--- config.mk ---
export PLATFORM = sky130hd
export DESIGN_NAME = sd_read_scheduler
export DESIGN_NICKNAME = d
export VERILOG_FILES = /design/src/rtl/sd_sched_pkg.sv /design/src/rtl/sd_rr_arbiter.sv /design/src/rtl/sd_read_scheduler.sv
export SDC_FILE = /design/constraint.sdc
export NUM_CORES = 1
export LEC_CHECK = 0
export BUFFER_PORTS_ARGS = -buffer_cell sky130_fd_sc_hd__buf_2
export CORE_MARGIN = 4
export CORE_UTILIZATION = 55
export CTS_BUF_LIST = sky130_fd_sc_hd__clkbuf_8 sky130_fd_sc_hd__clkbuf_16
export DETAILED_ROUTE_END_ITERATION = 7
export HOLD_SLACK_MARGIN = 0.03
export PLACE_DENSITY = 0.88
export SLEW_MARGIN = 10
export SYNTH_ARGS = -nofsm -noshare
export SYNTH_HDL_FRONTEND = slang
export SYNTH_SLANG_ARGS = --single-unit
--- constraint.sdc ---
create_clock -name PCLK -period 3.45 [get_ports PCLK]
set_input_delay 0.1725 -clock PCLK [delete_from_list [all_inputs] [get_ports PCLK]]
set_output_delay 0.1725 -clock PCLK [all_outputs]
set_load 0.01 [all_outputs]
--- src/rtl/sd_sched_pkg.sv ---
// Shared types and widths for the SD sector-read scheduler.
package sd_sched_pkg;
  localparam int SEC_ADDR_W = 32;
  localparam int CNT_W      = 8;
  localparam int GRANT_W    = 2;
  localparam int REM_W      = CNT_W + 1;

  typedef enum logic [1:0] {ST_IDLE, ST_START, ST_WAIT, ST_DONE} sched_state_e;

  // A zero count means a full 256-sector job.
  function automatic logic [REM_W-1:0] count_to_rem(input logic [CNT_W-1:0] c);
    return (c == '0) ? (REM_W'(1) << CNT_W) : {1'b0, c};
  endfunction
endpackage

--- src/rtl/sd_rr_arbiter.sv ---
// Combinational round-robin pick: first requester at or above ptr_i, with wrap.
module sd_rr_arbiter
  import sd_sched_pkg::*;
#(
  parameter int NUM_REQ = 2
) (
  input  logic [NUM_REQ-1:0] req_i,
  input  logic [GRANT_W-1:0] ptr_i,
  output logic [NUM_REQ-1:0] gnt_o,
  output logic [GRANT_W-1:0] idx_o
);
  logic found;
  int   j;

  always_comb begin
    gnt_o = '0;
    idx_o = '0;
    found = 1'b0;
    j     = 0;
    for (int k = 0; k < NUM_REQ; k++) begin
      j = int'(ptr_i) + k;
      if (j >= NUM_REQ) j = j - NUM_REQ;
      if (!found && req_i[j]) begin
        found    = 1'b1;
        gnt_o[j] = 1'b1;
        idx_o    = GRANT_W'(j);
      end
    end
  end
endmodule

--- src/rtl/sd_read_scheduler.sv ---
// Round-robin sharing of the SD sector-read core between NUM_REQ requesters.
// Optional per-sector watchdog compiled in with SD_SCHED_TIMEOUT_EN.
module sd_read_scheduler
  import sd_sched_pkg::*;
#(
  parameter int          NUM_REQ        = 2,
  parameter logic [23:0] TIMEOUT_CYCLES = 24'd5000000
) (
  input  logic                          PCLK,
  input  logic                          PRESETn,
  input  logic                          core_init_done,
  input  logic                          soft_abort,
  input  logic [NUM_REQ-1:0]            req_valid,
  input  logic [NUM_REQ*SEC_ADDR_W-1:0] req_addr,
  input  logic [NUM_REQ*CNT_W-1:0]      req_count,
  output logic [NUM_REQ-1:0]            req_ready,
  output logic [NUM_REQ-1:0]            req_done,
  output logic                          req_err,
  output logic [7:0]                    rd_data,
  output logic [NUM_REQ-1:0]            rd_valid,
  output logic                          busy,
  output logic [GRANT_W-1:0]            grant_id,
  output logic                          core_rd_start,
  output logic [SEC_ADDR_W-1:0]         core_rd_addr,
  input  logic                          core_rd_done,
  input  logic                          core_rd_valid,
  input  logic [7:0]                    core_rd_data,
  output logic                          core_rst
);
  sched_state_e          state_q, state_d;
  logic [SEC_ADDR_W-1:0] addr_q, addr_d;
  logic [REM_W-1:0]      rem_q, rem_d;
  logic [GRANT_W-1:0]    owner_q, owner_d, ptr_q, ptr_d;
  logic [NUM_REQ-1:0]    ready_q, ready_d, done_q, done_d, rv_q, rv_d, gnt_oh;
  logic [GRANT_W-1:0]    gnt_idx;
  logic                  err_q, err_d, busy_q, busy_d, start_q, start_d, rst_q, rst_d;
  logic [7:0]            rdata_q, rdata_d;
  logic                  grant_ok, byte_ok, abort, expire, enter_done;

  sd_rr_arbiter #(.NUM_REQ(NUM_REQ)) u_arb (
    .req_i (req_valid),
    .ptr_i (ptr_q),
    .gnt_o (gnt_oh),
    .idx_o (gnt_idx)
  );

  assign grant_ok   = core_init_done && !soft_abort && (|req_valid);
  assign byte_ok    = (state_q == ST_WAIT) && core_rd_valid;
  assign abort      = soft_abort && (state_q == ST_START || state_q == ST_WAIT);
  assign enter_done = (state_d == ST_DONE) && (state_q != ST_DONE);

`ifdef SD_SCHED_TIMEOUT_EN
  logic [23:0] wdog_q, wdog_d;
  assign expire = (state_q == ST_WAIT) && (wdog_q == TIMEOUT_CYCLES - 24'd1);
  always_comb begin
    wdog_d = wdog_q;
    if (state_q == ST_START)     wdog_d = '0;
    else if (state_q == ST_WAIT) wdog_d = wdog_q + 24'd1;
  end
  always_ff @(posedge PCLK or negedge PRESETn)
    if (!PRESETn) wdog_q <= '0;
    else          wdog_q <= wdog_d;
`else
  logic [23:0] timeout_unused;
  assign timeout_unused = TIMEOUT_CYCLES;
  assign expire         = 1'b0;
`endif

  always_ff @(posedge PCLK or negedge PRESETn) begin
    if (!PRESETn) begin
      state_q <= ST_IDLE;
      addr_q  <= '0;
      rem_q   <= '0;
      owner_q <= '0;
      ptr_q   <= '0;
      ready_q <= '0;
      done_q  <= '0;
      err_q   <= 1'b0;
      rv_q    <= '0;
      rdata_q <= '0;
      busy_q  <= 1'b0;
      start_q <= 1'b0;
      rst_q   <= 1'b0;
    end else begin
      state_q <= state_d;
      addr_q  <= addr_d;
      rem_q   <= rem_d;
      owner_q <= owner_d;
      ptr_q   <= ptr_d;
      ready_q <= ready_d;
      done_q  <= done_d;
      err_q   <= err_d;
      rv_q    <= rv_d;
      rdata_q <= rdata_d;
      busy_q  <= busy_d;
      start_q <= start_d;
      rst_q   <= rst_d;
    end
  end

  always_comb begin
    state_d = state_q;
    addr_d  = addr_q;
    rem_d   = rem_q;
    owner_d = owner_q;
    ptr_d   = ptr_q;
    case (state_q)
      ST_IDLE: if (grant_ok) begin
        state_d = ST_START;
        owner_d = gnt_idx;
        addr_d  = req_addr[SEC_ADDR_W*int'(gnt_idx) +: SEC_ADDR_W];
        rem_d   = count_to_rem(req_count[CNT_W*int'(gnt_idx) +: CNT_W]);
      end
      ST_START: state_d = soft_abort ? ST_DONE : ST_WAIT;
      // Abort outranks a simultaneous sector completion.
      ST_WAIT: begin
        if (soft_abort) state_d = ST_DONE;
        else if (core_rd_done) begin
          if (rem_q == REM_W'(1)) state_d = ST_DONE;
          else begin
            state_d = ST_START;
            addr_d  = addr_q + SEC_ADDR_W'(1);
            rem_d   = rem_q - REM_W'(1);
          end
        end else if (expire) state_d = ST_DONE;
      end
      ST_DONE: begin
        state_d = ST_IDLE;
        ptr_d   = (owner_q == GRANT_W'(NUM_REQ-1)) ? '0 : owner_q + GRANT_W'(1);
      end
      default: state_d = ST_IDLE;
    endcase
  end

  // Registered-output next values; every pulse lasts exactly one cycle.
  always_comb begin
    ready_d = (state_q == ST_IDLE && grant_ok) ? gnt_oh : '0;
    start_d = (state_q == ST_START) && !soft_abort;
    rst_d   = abort || (expire && !core_rd_done);
    err_d   = enter_done && !(core_rd_done && !soft_abort);
    busy_d  = (state_d == ST_START) || (state_d == ST_WAIT);
    rdata_d = byte_ok ? core_rd_data : rdata_q;
    done_d  = '0;
    rv_d    = '0;
    for (int i = 0; i < NUM_REQ; i++) begin
      done_d[i] = enter_done && (owner_q == GRANT_W'(i));
      rv_d[i]   = byte_ok && (owner_q == GRANT_W'(i));
    end
  end

  assign req_ready     = ready_q;
  assign req_done      = done_q;
  assign req_err       = err_q;
  assign rd_data       = rdata_q;
  assign rd_valid      = rv_q;
  assign busy          = busy_q;
  assign grant_id      = owner_q;
  assign core_rd_start = start_q;
  assign core_rd_addr  = addr_q;
  assign core_rst      = rst_q;
endmodule

==> results_dict.tcl, run 1 <==
set metrics [dict create \
    ys_async_sr_fraction_pct 100 \
    post-place-cells 720 \
    swShare_pct 46.8 \
    crit_required_ns 3.71 \
    internal_power_uw 2310 \
    detail-route-antenna-nets 0 \
    grt_start_max_net_pins 37 \
    leakagePower_uw 0.00247 \
    cellPowerDensity_nw_per_um2 827 \
    rsz0062_at_grt "false" \
    worstPathMaxFanout 33 \
    yosysWarnings 0 \
    clk_pin_slew_worst_paths_ns 0.08 \
    layout_commonest_cell "buf_2" \
    synth.avg_cell_area_sq_um 8.59 \
    status "complete, no violations" \
    area_growth_pct 23.5 \
    post-place-ws_ns 0.622 \
    gp_congestion 0.963 \
    start_util_pct 57.7 \
    ioPinCount 148 \
    cts-root-buf "clkbuf_8" \
    drt_pass1_iterations 5 \
    dieWidth_um 95.9 \
    start_kind "flop" \
    ys.flop_type "dfrtp_1" \
    numClockSinks 65 \
    postCtsSetupBuffers 0 \
    r2r_start "state_q[0]" \
    drt-vias-per-instance 6.21 \
    tritoncts "done" \
    clockBufferDepth 2 \
    synthTopCellsByArea "dfrtp_1, nand2_1, mux2i_1" \
    p_clk_share_pct 14.1 \
    antenna_found_initial 0 \
    ctsResizeCount 0 \
    yosysTopAreaCellShare_pct 38.3 \
    hp-class "input pin to flop" \
    htreeDepth 3 \
    fp-row-count 31 \
    syn_nets 599 \
    grt_pass1_wl_um 20700 \
    final_nets 737 \
    cts_made_buffers 9 \
    finalCriticalPeriod_ns 2.89 \
    slew_viol_final 0 \
    pwr-share-seq_pct 34.6 \
    die_y_um 95.9 \
    path_class "flop to flop" \
    drt-initial-drc-count 363 \
    setup_viol 0 \
    fin_cells 737 \
    grt_overflow 0 \
    drt_wl_total_um 13000 \
    cp-end-kind "flop" \
    synth_edf_count 0 \
    maxSlewHeadroom_pct 34.7 \
    dpl.hpwl_um 9360 \
    switching_power_uw 2030 \
    worst_ep_arrival_time_ns 3.15 \
    drive_above_1_share_pct 30.4 \
    multiInputGateArea_sq_um 2450 \
    min_period_over_period_pct 83.8 \
    whs_ns 0.0453 \
    antenna_cells 0 \
    max_clock_freq_mhz 346 \
    layout_common_cells "buf_2, nand2_1, dfrtp_1, o21ai_0, a21oi_1" \
    comb_power_share_pct 51.4 \
    synthCells 495 \
    yosys.area.top_type "dfrtp_1" \
    maxCapViolCount 0 \
    cts_hold_buf 1 \
    synth_area_sq_um 4250 \
    wl_per_cell_um 17.7 \
    hp-start "core_rd_data[1]" \
    grt_usage_pct 28.8 \
    core_region_area_sq_um 7370 \
    via_count 4577 \
    drc_errors 0 \
    die_area_sq_um 9200 \
    ff_latch_area_sq_um 1630 \
    grt_pass1_vias 4372 \
    synth_cell_type_count 53 \
    worst_slack_ns 0.559 \
    vdd_drop_max_mv 0.470 \
    worstMarginPinSlew_ns 0.974 \
    fill_cells 590 \
    reg2reg_slack_ns 0.56 \
    port_buffers 147 \
    insertion_delay_ns 0.35 \
    hold_viol 0 \
    timing.setup.tns_ns 0 \
    ys_ff_latch 65 \
    fin_skew_ns 0.00559 \
    startpoint "state_q[0]" \
    yosysSeqAreaShare_pct 38.3 \
]
final timing paths:
check,end,cells past startpoint
worst max-delay path,core_rd_addr[20],8
max in group asynchronous,core_rd_addr[22],3
worst min register to register,rd_data[1],1
worst min-delay path,rd_data[1],2
min in group asynchronous,rem_q[4],2
worst max register to register,core_rd_addr[20],8
flip-flops by register name, indices dropped and copies added (netlist names), 2 cells and up:
name and flops:
rem_q 9, grant_id 2, req_done 2, ptr_q 2, rd_valid 2, core_rd_addr 32
state_q 2, req_ready 2, rd_data 8
metrics by stage:
step	power (uW)	cell area [sq um]	util [%]
5_1_grt	4670	5250	71.2
2_1_floorplan	2930	4250	-
3_5_place_dp	3700	5060	68.6
3_3_place_gp	3590	5060	68.6
6_report	4340	5250	71.2
4_1_cts	4310	5250	71.2
cell usage after synthesis, types with 6 or more instances:
master	count
inv_1	13
a211o_1	6
nor2_1	18
nor4_1	10
a21oi_1	23
nand2b_1	8
o31ai_1	6
ha_1	8
buf_2	9
or4_1	14
nand3_1	19
mux2_2	9
nor2b_1	6
o221ai_1	7
o21ai_0	28
nand4_1	18
or3_1	11
clkbuf_1	20
mux2i_1	17
nand2_1	81
nor3_1	19
dfrtp_1	65
a221o_1	15
power groups by stage:
stage	Combinational [uW]	Clock, uW	Sequential (uW)
floorplan	1420	0	1520
global placement	2120	0	1470
detailed placement	2200	0	1490
CTS	2220	606	1480
global route	2470	648	1550
finish	2230	611	1500
area by class of cell:
class,count,share of cell area [%]
Multi-Input combinational cell,386,46.7
Sequential cell,65,31.0
Timing Repair Buffer,158,15.6
Clock buffer,10,2.62
Tap cell,99,2.36
Inverter,13,0.930
Clock inverter,6,0.810
cells by family after synthesis:
| kind of cell | Yosys count | share of synthesized area (%) |
|---|---|---|
| compound gates | 114 | 19.1 |
| flops | 65 | 38.3 |
| simple gates | 238 | 29.5 |
| mux | 26 | 6.39 |
| buf+inv | 44 | 4.41 |
| fa+ha+maj | 8 | 2.35 |
worst max-delay path, cell delays in order, from the launching register on:
cell	delay, ns
dfrtp_1	0.42
inv_1	0.10
ha_1	0.42
nor2_1	0.14
a21o_1	0.21
or3_2	0.74
buf_4	0.33
o31a_1	0.33
o211ai_1	0.10
layer usage:
metal / part of all wire, % / up-vias / track usage [%]
met5: 0 / - / 0
met2: 48 / 273 / 47.0
li1: - / 2131 / -
met3: 10 / 27 / 6.57
met1: 40 / 2146 / 37.4
met4: 2.1 / 0 / 10.8
No activity file was read; power rests on OpenSTA's default activity.
==> run 2: changes to the inputs <==
--- a/config.mk
+++ b/config.mk
@@ -5,13 +5,14 @@
 export SDC_FILE = /design/constraint.sdc
 export NUM_CORES = 1
 export LEC_CHECK = 0
+export ABC_AREA = 1
 export BUFFER_PORTS_ARGS = -buffer_cell sky130_fd_sc_hd__buf_2
 export CORE_MARGIN = 4
-export CORE_UTILIZATION = 55
+export CORE_UTILIZATION = 52
 export CTS_BUF_LIST = sky130_fd_sc_hd__clkbuf_8 sky130_fd_sc_hd__clkbuf_16
 export DETAILED_ROUTE_END_ITERATION = 7
 export HOLD_SLACK_MARGIN = 0.03
-export PLACE_DENSITY = 0.88
+export PLACE_DENSITY = 0.82
 export SLEW_MARGIN = 10
 export SYNTH_ARGS = -nofsm -noshare
 export SYNTH_HDL_FRONTEND = slang
==> constraint.sdc (replaced) <==
create_clock -name PCLK -period 2.7 [get_ports PCLK]
set_input_delay 0.135 -clock PCLK [delete_from_list [all_inputs] [get_ports PCLK]]
set_output_delay 0.135 -clock PCLK [all_outputs]
set_load 0.01 [all_outputs]
==> results_dict.tcl, run 2 <==
set metrics [dict create \
    status "complete, no violations" \
    grt_usage_pct 27.6 \
    cts-root-buf "clkbuf_8" \
    vdd_drop_max_mv 0.607 \
    rsz0062_at_grt "false" \
    insertion_delay_ns 0.36 \
    maxSlewHeadroom_pct 47.1 \
    yosysSeqAreaShare_pct 35.4 \
    maxCapViolCount 0 \
    setup_viol 0 \
    yosys-top-cells-count "nand2_1, nor2_1, o21ai_0" \
    ys.flop_type "dfrtp_1" \
    min_period_over_period_pct 84.9 \
    synth_edf_count 0 \
    cpPeakStageDelay_ns 0.53 \
    reg2reg_slack_ns 0.41 \
    htreeDepth 3 \
    ys_async_sr_fraction_pct 100 \
    numClockSinks 65 \
    worst_ep_arrival_time_ns 2.55 \
    place_area_sq_um 5360 \
    synthCells 710 \
    yosys.area.top_type "dfrtp_1" \
    endpoint "core_rd_addr[7]" \
    postCtsSetupBuffers 0 \
    worst_slack_ns 0.408 \
    antenna_found_initial 0 \
    hp-start "soft_abort" \
    startpoint "state_q[0]" \
    finalCriticalPeriod_ns 2.29 \
    antenna_cells 0 \
    wl_met1_um 5930 \
    drt-vias-per-instance 5.34 \
    r2r_end "core_rd_addr[7]" \
    area_growth_pct 23.4 \
    leakagePower_uw 0.00288 \
    crit_required_ns 2.96 \
    synth_most_common_cell "nand2_1" \
    syn_nets 814 \
    wl_per_cell_um 14.6 \
    cpLargestDelayFamily "buffers and inverters" \
    worstPathMaxFanout 53 \
    dpl.hpwl_um 10400 \
    drt_wl_total_um 14100 \
    clk_pin_slew_worst_paths_ns 0.09 \
    ioPinCount 148 \
    final_nets 962 \
    drive_above_1_share_pct 22.2 \
    whs_ns 0.0555 \
    core_region_area_sq_um 8680 \
    crit_slowest_cell "clkinv_2" \
    start_kind "flop" \
    max_clock_freq_mhz 436 \
    r2r_cells 8 \
    crit_cells 8 \
    grt_overflow 0 \
    drt_pass1_iterations 5 \
    hold_viol 0 \
    via_count 5183 \
    largest_register_ffs 32 \
    grt_start_max_net_pins 54 \
    path_class "flop to flop" \
    crit_buf_inv 3 \
    cp-end-kind "flop" \
    synth_area_sq_um 4600 \
    topRoutingLayerUsed "met4" \
    hp-class "input pin to flop" \
    drc_errors 0 \
    synth_cell_type_count 35 \
    wl_met2_um 6720 \
    start_util_pct 53.0 \
    die_y_um 102 \
    drt-initial-drc-count 257 \
    yosysWarnings 0 \
    worstMarginPinSlew_ns 0.793 \
    synthTopCellsByArea "dfrtp_1, nand2_1, nor2_1" \
    cp_cell_sequence "inv_1 > ha_1 > buf_4 > nor2_1 > nor2_2 > nand2_2 > clkinv_2 > o21ai_0" \
    layout_common_cells "nand2_1, buf_2, nor2_1, o21ai_0, dfrtp_1" \
    gp_congestion 0.972 \
    detail-route-antenna-nets 0 \
    final_area_sq_um 5680 \
    wl_met3_um 1080 \
    synth.avg_cell_area_sq_um 6.48 \
    tritoncts "done" \
    grt_pass1_wl_um 23000 \
    cellPowerDensity_nw_per_um2 1090 \
    slew_viol_final 0 \
    timing.setup.tns_ns 0 \
    die_area_sq_um 10400 \
    ys_ff_latch 65 \
    cts_made_buffers 9 \
    r2r_start "state_q[0]" \
    yosysTopAreaCellShare_pct 35.4 \
    port_buffers 147 \
    fp-row-count 34 \
    clockBufferDepth 2 \
    fin_skew_ns 0.0121 \
    dieWidth_um 102 \
    grt_pass1_vias 4982 \
    layout_commonest_cell "nand2_1" \
    post-place-ws_ns 0.452 \
    p_total_uw 6170 \
]
==> run 2: worst min-delay path by stage <==
stage | endpoint | slack (ns) | cells after the start
floorplan | busy | -0.16 | 0
global placement | core_rd_addr[4] | 0.24 | 1
detailed placement | core_rd_addr[4] | 0.26 | 1
CTS | core_rd_start | 0.05 | 2
global route | core_rd_start | 0.07 | 2
finish | core_rd_start | 0.06 | 2
==> run 2: cells by family (layout without fill, tap and decap cells) <==
family,Yosys count,count (layout),synth area share (%)
simple gates,420,420,37.6
mux,8,8,1.96
xor+xnor,5,5,0.952
fa+ha+maj,8,8,2.18
compound gates,117,117,13.5
buf+inv,87,240,8.46
flops,65,65,35.4
==> run 2: metal layers <==
layer	track usage, %	vias up
li1	-	2553
met1	35.0	2397
met2	45.9	197
met3	6.55	36
met4	10.3	0
met5	0	-
==> run 2: area by class of cell <==
class                      instances  area, sq um
sequential                        65         1630
timing repair buffer             161          863
clock buffer                       9          124
clock inverter                     7          108
tap                              108          135
multi-input combinational        558         2580
fill                             804         3000
inverter                          63          238
==> run 2: worst register-to-register path, delay by kind of cell, from the launching register on <==
kind	cells	cell delay (ns)
AND/OR/NAND/NOR	3	0.27
buffers and inverters	3	0.82
AO/OA/AOI/OAI	1	0.43
flip-flops	1	0.44
adder cells (fa/ha/maj)	1	0.24
==> run 2: per-stage QoR <==
| step | util, % | std cells |
|---|---|---|
| finish | 65.4 | 971 |
| global route | 65.4 | 971 |
| CTS | 65.4 | 971 |
| detailed placement | 61.7 | 946 |
| global placement | 61.7 | 946 |
| floorplan | - | 710 |
==> run 2: power breakdown <==
group	switching, uW	internal, uW
registers	515	1440
clock network	478	540
logic	2030	1180
==> run 2: timing repair <==
action / 4_1_cts / 5_1_grt
gates resized for setup: 0 / 0
hold buffers: 9 / 0
hold endpoints to repair: 39 / 0
==> run 3: changes to the inputs <==
--- a/config.mk
+++ b/config.mk
@@ -8,11 +8,11 @@
 export ABC_AREA = 1
 export BUFFER_PORTS_ARGS = -buffer_cell sky130_fd_sc_hd__buf_2
 export CORE_MARGIN = 4
-export CORE_UTILIZATION = 52
+export CORE_UTILIZATION = 47
 export CTS_BUF_LIST = sky130_fd_sc_hd__clkbuf_8 sky130_fd_sc_hd__clkbuf_16
 export DETAILED_ROUTE_END_ITERATION = 7
 export HOLD_SLACK_MARGIN = 0.03
-export PLACE_DENSITY = 0.82
+export PLACE_DENSITY = 0.79
 export SLEW_MARGIN = 10
 export SYNTH_ARGS = -nofsm -noshare
 export SYNTH_HDL_FRONTEND = slang
==> constraint.sdc (replaced) <==
create_clock -name PCLK -period 2.05 [get_ports PCLK]
set_input_delay 0.1025 -clock PCLK [delete_from_list [all_inputs] [get_ports PCLK]]
set_output_delay 0.1025 -clock PCLK [all_outputs]
set_load 0.01 [all_outputs]
==> results_dict.tcl, run 3 (synthesis results as in run 2) <==
set metrics [dict create \
    status "complete, no violations" \
    grt_overflow 0 \
    fp-row-count 35 \
    pwr-share-seq_pct 31.4 \
    cp-end-kind "flop" \
    rsz0062_at_grt "false" \
    leakagePower_uw 0.00293 \
    layout_common_cells "nand2_1, buf_2, nor2_1, o21ai_0, dfrtp_1" \
    cts_made_buffers 9 \
    ioPinCount 148 \
    maxCapViolCount 0 \
    finalCriticalPeriod_ns 1.81 \
    gp_congestion 0.925 \
    clk_pin_slew_worst_paths_ns 0.08 \
    setup_viol 0 \
    numClockSinks 65 \
    dieWidth_um 107 \
    switching_power_uw 3900 \
    port_buffers 147 \
    grt_usage_pct 24.4 \
    final_util_pct 61.7 \
    antenna_cells 0 \
    wl_per_cell_um 13.8 \
    worstPathMaxFanout 7 \
    path_class "flop to flop" \
    drt-vias-per-instance 5.11 \
    area_growth_pct 25.8 \
    vdd_drop_max_mv 0.704 \
    hold_viol 0 \
    via_count 5102 \
    drive_above_1_share_pct 22.6 \
    cts-root-buf "clkbuf_8" \
    worstMarginPinSlew_ns 0.479 \
    slew_viol_final 0 \
    max_clock_freq_mhz 552 \
    fill_cells 922 \
    core_region_area_sq_um 9370 \
    drt_pass1_iterations 5 \
    maxSlewHeadroom_pct 68.1 \
    swShare_pct 47.9 \
    internal_power_uw 4240 \
    die_area_sq_um 11400 \
    grt_start_max_net_pins 45 \
    detail-route-antenna-nets 0 \
    timing.setup.tns_ns 0 \
    largest_register_ffs 32 \
    p_clk_share_pct 15.5 \
    crit_required_ns 2.30 \
    antenna_found_initial 0 \
    tritoncts "done" \
    multiInputGateArea_sq_um 2580 \
    drc_errors 0 \
    min_period_over_period_pct 88.4 \
    comb_power_share_pct 53.1 \
    hp-class "input pin to flop" \
    drt_wl_total_um 13800 \
    cellPowerDensity_nw_per_um2 1410 \
    start_util_pct 49.1 \
    die_y_um 107 \
    final_nets 968 \
    worst_ep_arrival_time_ns 2.06 \
    clockBufferDepth 2 \
    insertion_delay_ns 0.35 \
    grt_pass1_wl_um 22400 \
    ff_latch_area_sq_um 1630 \
    layout_commonest_cell "nand2_1" \
    grt_pass1_vias 4645 \
    start_kind "flop" \
    fin_skew_ns 0.0119 \
    dpl.hpwl_um 10400 \
    postCtsSetupBuffers 0 \
    drt-initial-drc-count 295 \
    htreeDepth 3 \
]
==> run 3: path summary, 6_finish.rpt <==
check / start / to / slack, ns / depth (start not counted)
max reg2reg: core_rd_addr[0] / core_rd_addr[22] / 0.24 / 10
max in group asynchronous: PRESETn / rd_valid[1] / 1.06 / 3
min reg2reg: rd_data[7] / rd_data[7] / 0.51 / 1
min: req_addr[22] / core_rd_addr[22] / 0.09 / 5
min in group asynchronous: PRESETn / rem_q[5] / 0.24 / 2
max: core_rd_addr[0] / core_rd_addr[22] / 0.24 / 10
==> run 3: power by group through the flow <==
| stage | clock network, uW | logic (uW) | registers [uW] |
|---|---|---|---|
| 4_1_cts | 1280 | 4320 | 2540 |
| 6_report | 1260 | 4320 | 2550 |
| 3_5_place_dp | 0 | 4280 | 2550 |
| 2_1_floorplan | 0 | 2900 | 2620 |
| 5_1_grt | 1350 | 4920 | 2640 |
| 3_3_place_gp | 0 | 4220 | 2550 |
==> run 3: final cells by class <==
cell class / instances / area share, %
flip-flops and latches: 65 / 28.1
well taps: 129 / 2.79
clock buffers: 9 / 2.14
multi-input cells: 558 / 44.7
inverters: 63 / 4.13
repair buffers: 167 / 16.4
clock inverters: 7 / 1.73
==> run 3: metal layers <==
metal	global-route usage, %	share of wire, %	up-vias
li1	-	-	2583
met1	32.2	43	2298
met2	40.1	46	201
met3	6.38	8.4	20
met4	6.03	1.8	0
met5	0	0	-
==> run 3: worst max-delay path: stages (launching register included) <==
cell and delay (ns):
dfrtp_1 0.42, ha_1 0.31, nand2_1 0.10, nor2_1 0.15, nand3_1 0.20, nor2_2 0.22, nand3b_1 0.10, nand2_1 0.06
nand2_1 0.05, nand2_1 0.05, nand2_1 0.05
==> run 3: repair_timing <==
item | CTS | global route
hold buffers | 11 | 0
resized for setup | 0 | 2
hold endpoints to repair | 30 | 0
setup endpoints to repair | 0 | 6
==> run 3: through the flow <==
stage	total power, uW	setup slack [ns]	hold WS, ns	area, sq um	instances
floorplan	5520	0.134	-0.193	4600	710
global placement	6770	0.265	0.0816	5450	971
detailed placement	6840	0.209	0.0830	5450	971
CTS	8140	0.191	0.0725	5780	998
global route	8910	0.00295	0.0811	5790	998
finish	8140	0.237	0.0893	5790	998
